$ cat src/rtl/uni2bin_acc.sv
// uni2bin_acc: counts the 1s of a unary bitstream over a 2^DATAWD-cycle window and returns the saturated binary count.
// Ports:
//   clk, rst_n    clock, asynchronous active-low reset
//   iStart        begin one conversion (only sampled in IDLE or at a HOLD handshake)
//   iBit          unary bitstream from the upstream multiplier
//   oLoad         one-cycle strobe to the upstream operand buffers
//   oBusy         high whenever not IDLE
//   oValid/iReady result handshake
//   oData         saturated ones count, held until the next result
module uni2bin_acc #(
  parameter int DATAWD = 8
) (
  input  logic              clk,
  input  logic              rst_n,
  input  logic              iStart,
  input  logic              iBit,
  output logic              oLoad,
  output logic              oBusy,
  output logic              oValid,
  input  logic              iReady,
  output logic [DATAWD-1:0] oData
);
  typedef enum logic [1:0] {IDLE, LOAD, ACCUM, HOLD} state_t;
  state_t state, state_nxt;
  logic [DATAWD-1:0] win;
  logic [DATAWD:0] ones, ones_nxt;
  logic last;
  always_comb begin
    ones_nxt = ones + (DATAWD+1)'(iBit);
    last = (state == ACCUM) && (win == '1);
    state_nxt = state == IDLE  ? (iStart ? LOAD : IDLE) :
                state == LOAD  ? ACCUM :
                state == ACCUM ? (last ? HOLD : ACCUM) :
                iReady         ? (iStart ? LOAD : IDLE) : HOLD;
    oLoad = state == LOAD;
    oBusy = state != IDLE;
    oValid = state == HOLD;
  end
  always_ff @(posedge clk or negedge rst_n) begin
    if (!rst_n) begin
      state <= IDLE;
      win <= '0;
      ones <= '0;
      oData <= '0;
    end else begin
      state <= state_nxt;
      if (state_nxt == LOAD) ones <= '0;
      else if (state == ACCUM) ones <= ones_nxt;
      if (state == LOAD) win <= '0;
      else if (state == ACCUM) win <= win + 1'b1;
      // the final sample is folded in directly so the result is ready on entry to HOLD
      if (last) oData <= ones_nxt[DATAWD] ? '1 : ones_nxt[DATAWD-1:0];
    end
  end
endmodule
$ cat config.mk
export PLATFORM = sky130hd
export DESIGN_NAME = uni2bin_acc
export DESIGN_NICKNAME = d
export VERILOG_FILES = /design/src/rtl/uni2bin_acc.sv
export SDC_FILE = /design/constraint.sdc
export NUM_CORES = 1
export LEC_CHECK = 0
export CORE_ASPECT_RATIO = 0.5
export CORE_UTILIZATION = 30
export CTS_CLUSTER_SIZE = 16
export DETAILED_ROUTE_END_ITERATION = 7
export SYNTH_ARGS = -nofsm -noshare
export SYNTH_HDL_FRONTEND = slang
export SYNTH_SLANG_ARGS = --single-unit
export TNS_END_PERCENT = 10
$ cat constraint.sdc
create_clock -name clk -period 1.8 [get_ports clk]
set_input_delay 0.36 -clock clk [delete_from_list [all_inputs] [get_ports clk]]
set_output_delay 0.36 -clock clk [all_outputs]
set_load 0.01 [all_outputs]
==> impl_metrics.json, run 1 <==
{
  "setup_viol": 0,
  "track_usage": 0.1169,
  "rows": 17,
  "cts_buffers": 3,
  "fin_crit_ns": 1.710,
  "synth_xor_area_frac": 0.1000,
  "r2r_setup_slack_ns": 0.13,
  "pwr-share-clk": 0.169,
  "clockBufferDepth": 2,
  "grt.overflow.total": 0,
  "die_area_mm2": 0.004965,
  "crit_end": "oData[6]$_DFFE_PN0P_",
  "r2r-start": "state[1]$_DFF_PN0_",
  "syn_nets": 145,
  "pwr_density_cell_mw_per_mm2": 1193,
  "synthCells": 133,
  "first_iter_violations": 25,
  "max_slew_margin": 0.7361,
  "critPathRequiredTime_ns": 1.97,
  "crit_path_start": "iBit",
  "power_uw": 2099,
  "comb_power_share": 0.435,
  "drive_above_1_share": 0.1761,
  "gp_congestion": 0.7708,
  "p_sw_frac": 0.3875,
  "ys_seq_area_frac": 0.4821,
  "fin_util": 0.3957,
  "worstReg2RegEnd": "ones[3]$_DFFE_PN0P_",
  "start_util": 0.3152,
  "slew_violations": 0,
  "grt_max_degree": 28,
  "drt-wirelength-per-cell_um": 12.20,
  "drc": 0,
  "n_antenna_cell": 0,
  "outcome": "finished clean",
  "drtAntennaViolNets": 0,
  "final_cell_mix": "dfrtp_1, nor2_1, clkdlybuf4s50_1",
  "fin_skew_ns": 0.008524,
  "cts_hold_buf": 0,
  "die_x_um": 98.66,
  "cts_tree": "yes",
  "synth_adder_area_share": 0.06250,
  "antenna_found_initial": 0,
  "finalHoldViolCount": 0,
  "port_buffers": 15,
  "start_kind": "primary input",
  "vias": 1019,
  "synthDistinctLibCells": 31,
  "maxCapViolations": 0,
  "switching_power_uw": 813.3,
  "final_common_cell": "dfrtp_1",
  "max_freq_ghz": 0.5849,
  "crit_arrival_ns": 1.88,
  "r2r_cells": 6,
  "tightest_slew_ns": 0.3946,
  "cts_num_sinks": 27,
  "worstPathMaxFanout": 8,
  "core_mm2": 0.004446,
  "fin_nets": 172,
  "intPower_uw": 1286,
  "finalCritPeriodShare": 0.9498,
  "synth_mux_area_frac": 0.02946,
  "clk_latency_ns": 0.28,
  "drt_wl_total_mm": 2.635,
  "p_leak_uw": 0.0007943,
  "syn_to_final_growth_pct": 25.54,
  "ys_seq_elements": 27,
  "vdd_ir_drop_max_mv": 0.4511,
  "vias_per_cell": 4.718,
  "grt_pass1_vias": 995,
  "io_pins": 16,
  "netlist_area_mm2": 0.001401,
  "hp-class": "in2async",
  "endpoint_kind": "flop",
  "grt_pass1_wl_mm": 4.533,
  "dp.final_hpwl_mm": 1.956,
  "die_height_um": 50.33,
  "synth_simple_gate_area_frac": 0.1884,
  "synth_top_family_by_area": "simple AND/OR/NAND/NOR gates",
  "synth_compound_area_frac": 0.1062,
  "synth.avg_cell_area_um2": 10.54,
  "crit_type": "in2reg",
  "dr.pass1.iters": 3,
  "htreeDepth": 1,
  "pwr-share-seq": 0.396,
  "clk_pin_slew_ns": 0.10,
  "clockRootBuffer": "clkbuf_8",
  "ys_warn_count": 0
}
## per-stage QoR
step                      setup WS (ns)  hold WS, ns  setup TNS [ns]  std cells  instance area, um2
after floorplan                 0.02868      0.06441               0        133                1401
after global placement          -0.1892       0.4990          -1.746        211                1680
after detailed placement        -0.2291       0.4989          -2.059        211                1680
after CTS                       0.07417       0.4543               0        216                1735
after global routing          -0.009600       0.4694        -0.01879        216                1759
final                           0.09037       0.4409               0        216                1759
## final cells by class
type / count / area (um2)
Clock buffer: 3 / 41.29
Multi-Input combinational cell: 95 / 708.2
Sequential cell: 27 / 675.6
Clock inverter: 1 / 7.507
Inverter: 7 / 26.28
Tap cell: 57 / 71.32
Timing Repair Buffer: 26 / 229.0
Fill cell: 425 / 2686
## critical path, cell delays in order
cell and delay, ns:
clkdlybuf4s50_1 0.46, ha_2 0.17, ha_2 0.20, nand3_2 0.10, o21ai_1 0.15, buf_4 0.13, nand3_4 0.10, o22a_1 0.21
## flip-flops by register name (all words and copies together) (netlist names)
name and count:
win 8, state 2, ones 9, oData 8
## synthesized netlist by cell type, drive strengths merged
library cell,n,area [um2]
o22ai,2,12.51
nand4,5,37.53
o221a,1,11.26
a21oi,5,25.02
nor3b,1,7.510
nor3,3,37.53
or3,1,6.260
a22o,1,8.760
xnor2,7,61.31
mux2,1,11.26
inv,7,26.28
clkbuf,3,12.51
xor2,9,78.83
mux2i,3,30.03
buf,1,5.000
nand4b,1,8.760
and3,1,6.260
o22a,8,70.07
nand3b,1,7.510
o21ai,3,15.01
a31oi,1,6.260
nand2,7,26.28
nor2,19,71.32
nand3,6,42.54
ha,7,87.58
dfrtp,27,675.7
nand2b,2,12.51
## repair_timing
item                       4_1_cts  5_1_grt
buffers inserted                 1        0
pin swaps                        0        1
setup endpoints to repair        3       10
resized for setup                4        7
## layer usage
layer  global-route usage  vias to the layer above  part of all wire
met3              0.02925                        2             0.024
met4              0.02239                        0            0.0087
met1               0.1598                      492              0.50
met5                    0                        -                 0
met2               0.1901                        8              0.46
li1                     -                      517                 -
## logic make-up after synthesis
kind of cell / count (synthesis)
AND/OR/NAND/NOR: 47
multiplexers: 4
buffers and inverters: 11
flip-flops: 27
adder cells (fa/ha/maj): 7
XOR/XNOR: 16
AO/OA/AOI/OAI: 21
## worst min path at each step
stage | end | slack (ns) | depth (start not counted)
2_1_floorplan | oData[0]$_DFFE_PN0P_ | 0.06 | 0
3_3_place_gp | oData[0]$_DFFE_PN0P_ | 0.50 | 1
3_5_place_dp | oData[0]$_DFFE_PN0P_ | 0.50 | 1
4_1_cts | oData[1]$_DFFE_PN0P_ | 0.45 | 2
5_1_grt | oData[1]$_DFFE_PN0P_ | 0.47 | 2
6_report | ones[2]$_DFFE_PN0P_ | 0.44 | 2
## power by group through the flow
stage	logic, uW	clock network [uW]	registers [uW]
floorplan	604	0	821
global placement	879	0	836
detailed placement	907	0	838
CTS	903	372	826
global route	1020	403	853
finish	913	356	830
(Power assumes the default switching activity.)
==> run 2, diff against run 1 <==
--- a/config.mk
+++ b/config.mk
@@ -9,6 +9,7 @@
 export CORE_UTILIZATION = 30
 export CTS_CLUSTER_SIZE = 16
 export DETAILED_ROUTE_END_ITERATION = 7
+export MAX_ROUTING_LAYER = met4
 export SYNTH_ARGS = -nofsm -noshare
 export SYNTH_HDL_FRONTEND = slang
 export SYNTH_SLANG_ARGS = --single-unit
==> run 2 against run 1 <==
Utilization unchanged. Hold slack improved by 0.00093 ns. Clock skew rose by 0.0015 ns. Worst setup slack better by 0.0012 ns. Total power hardly changed. Critical endpoint unchanged. Combinational power about the same. Routed wire length grew 0.19%. Non-clock buffer count did not move. Fmax about the same.
==> impl_metrics.json, run 2 (same netlist as run 1, synthesis figures left out) <==
{
  "first_iter_violations": 24,
  "rows": 17,
  "timing.final.ws_setup_ns": 0.09160,
  "port_buffers": 15,
  "final_cell_mix": "dfrtp_1, nor2_1, clkdlybuf4s50_1",
  "start_util": 0.3152,
  "fin_skew_ns": 0.009984,
  "finalHoldViolCount": 0,
  "fin_crit_ns": 1.708,
  "syn_to_final_growth_pct": 25.54,
  "finalCritPeriodShare": 0.9491,
  "vias_per_cell": 4.704,
  "grt_pass1_wl_mm": 4.526,
  "pwr_density_cell_mw_per_mm2": 1194,
  "drtAntennaViolNets": 0,
  "crit_end": "oData[6]$_DFFE_PN0P_",
  "place_area_mm2": 0.001680,
  "die_area_mm2": 0.004965,
  "crit_path_start": "iBit",
  "dp.final_hpwl_mm": 1.956,
  "clk_latency_ns": 0.28,
  "largest-register": "ones",
  "tns_ns": 0,
  "outcome": "finished clean",
  "drt-wirelength-per-cell_um": 12.22,
  "maxCapViolations": 0,
  "gp_congestion": 0.7812,
  "tightest_slew_ns": 0.3958,
  "intPower_uw": 1286,
  "dr.pass1.iters": 4,
  "largest_reg_flops": 9,
  "pre_cts_slack_ns": -0.2291,
  "worstPathMaxFanout": 8,
  "worstReg2RegEnd": "ones[3]$_DFFE_PN0P_",
  "endpoint_kind": "flop",
  "die_height_um": 50.33,
  "cts_num_sinks": 27,
  "vias": 1016,
  "n_antenna_cell": 0,
  "final_common_cell": "dfrtp_1",
  "final_area_mm2": 0.001759,
  "die_x_um": 98.66,
  "critPathRequiredTime_ns": 1.98,
  "vdd_ir_drop_max_mv": 0.4520,
  "cts_buffers": 3,
  "core_mm2": 0.004446,
  "drive_above_1_share": 0.1761,
  "pwr-share-seq": 0.395,
  "fin_cells": 216,
  "track_usage": 0.1200,
  "dp_cells": 211,
  "crit_type": "in2reg",
  "r2r_setup_slack_ns": 0.13,
  "drt_wl_total_mm": 2.640,
  "fin_nets": 172,
  "comb_power_share": 0.434,
  "p_leak_uw": 0.0007943,
  "p_sw_frac": 0.3878,
  "htreeDepth": 1,
  "grt_pass1_vias": 994,
  "drc": 0,
  "clockBufferDepth": 2,
  "crit_arrival_ns": 1.88,
  "grt.overflow.total": 0,
  "io_pins": 16,
  "antenna_found_initial": 0,
  "cts_tree": "yes",
  "power_uw": 2100,
  "grt_max_degree": 28,
  "clockRootBuffer": "clkbuf_8",
  "clk_pin_slew_ns": 0.10,
  "hp-class": "in2async",
  "max_freq_ghz": 0.5853,
  "reg_top3": "ones x9, oData x8, win x8",
  "pwr-share-clk": 0.171,
  "setup_viol": 0,
  "slew_violations": 0,
  "r2r-start": "state[1]$_DFF_PN0_",
  "switching_power_uw": 814.5,
  "r2r_cells": 6,
  "max_slew_margin": 0.7353,
  "fillers": 425,
  "start_kind": "primary input"
}
[run 2: cell counts in the layout (fill, tap and decap cells not counted)]
No cell type changed its count.
[run 2: timing repair]
action,4_1_cts,5_1_grt
buffers inserted,1,0
hold buffers,0,0
pin swaps,0,1
resized for setup,4,7
setup endpoints to repair,3,10
[run 2: cell type report]
class,instances,area [um2],area share
Clock buffer,3,41.29,0.02347
Multi-Input combinational cell,95,708.2,0.4026
Sequential cell,27,675.6,0.3841
Timing Repair Buffer,26,229.0,0.1302
Clock inverter,1,7.507,0.004267
Tap cell,57,71.32,0.04054
Inverter,7,26.28,0.01494
[run 2: metal layers]
metal / global-route usage / up-vias / part of all wire
met5: - / - / 0
met4: 0.02239 / 0 / 0.0087
met3: 0.02925 / 2 / 0.022
met2: 0.1901 / 8 / 0.46
met1: 0.1590 / 490 / 0.51
li1: - / 516 / -
[run 2: power by group through the flow]
stage	combinational [uW]	clock [uW]	sequential, uW
after floorplan	604	0	821
after global placement	879	0	836
after detailed placement	907	0	838
after CTS	903	372	826
after global routing	1020	401	853
final	912	358	830
[run 2: per-stage QoR]
step,hold WS [ns],utilization
detailed placement,0.4989,0.3780
global placement,0.4990,0.3780
finish,0.4419,0.3957
floorplan,0.06441,-
CTS,0.4543,0.3904
global route,0.4712,0.3957
[run 2: critical path, stage by stage]
cell and delay, ns:
clkdlybuf4s50_1 0.46, ha_2 0.17, ha_2 0.20, nand3_2 0.10
o21ai_1 0.15, buf_4 0.13, nand3_4 0.10, o22a_1 0.21
[run 2: worst min path at each step]
stage	start	slack [ns]	to
finish	rst_n	0.44	ones[2]$_DFFE_PN0P_
detailed placement	oData[0]$_DFFE_PN0P_	0.50	oData[0]$_DFFE_PN0P_
global placement	oData[0]$_DFFE_PN0P_	0.50	oData[0]$_DFFE_PN0P_
CTS	rst_n	0.45	oData[1]$_DFFE_PN0P_
floorplan	rst_n	0.06	oData[0]$_DFFE_PN0P_
global route	rst_n	0.47	oData[1]$_DFFE_PN0P_
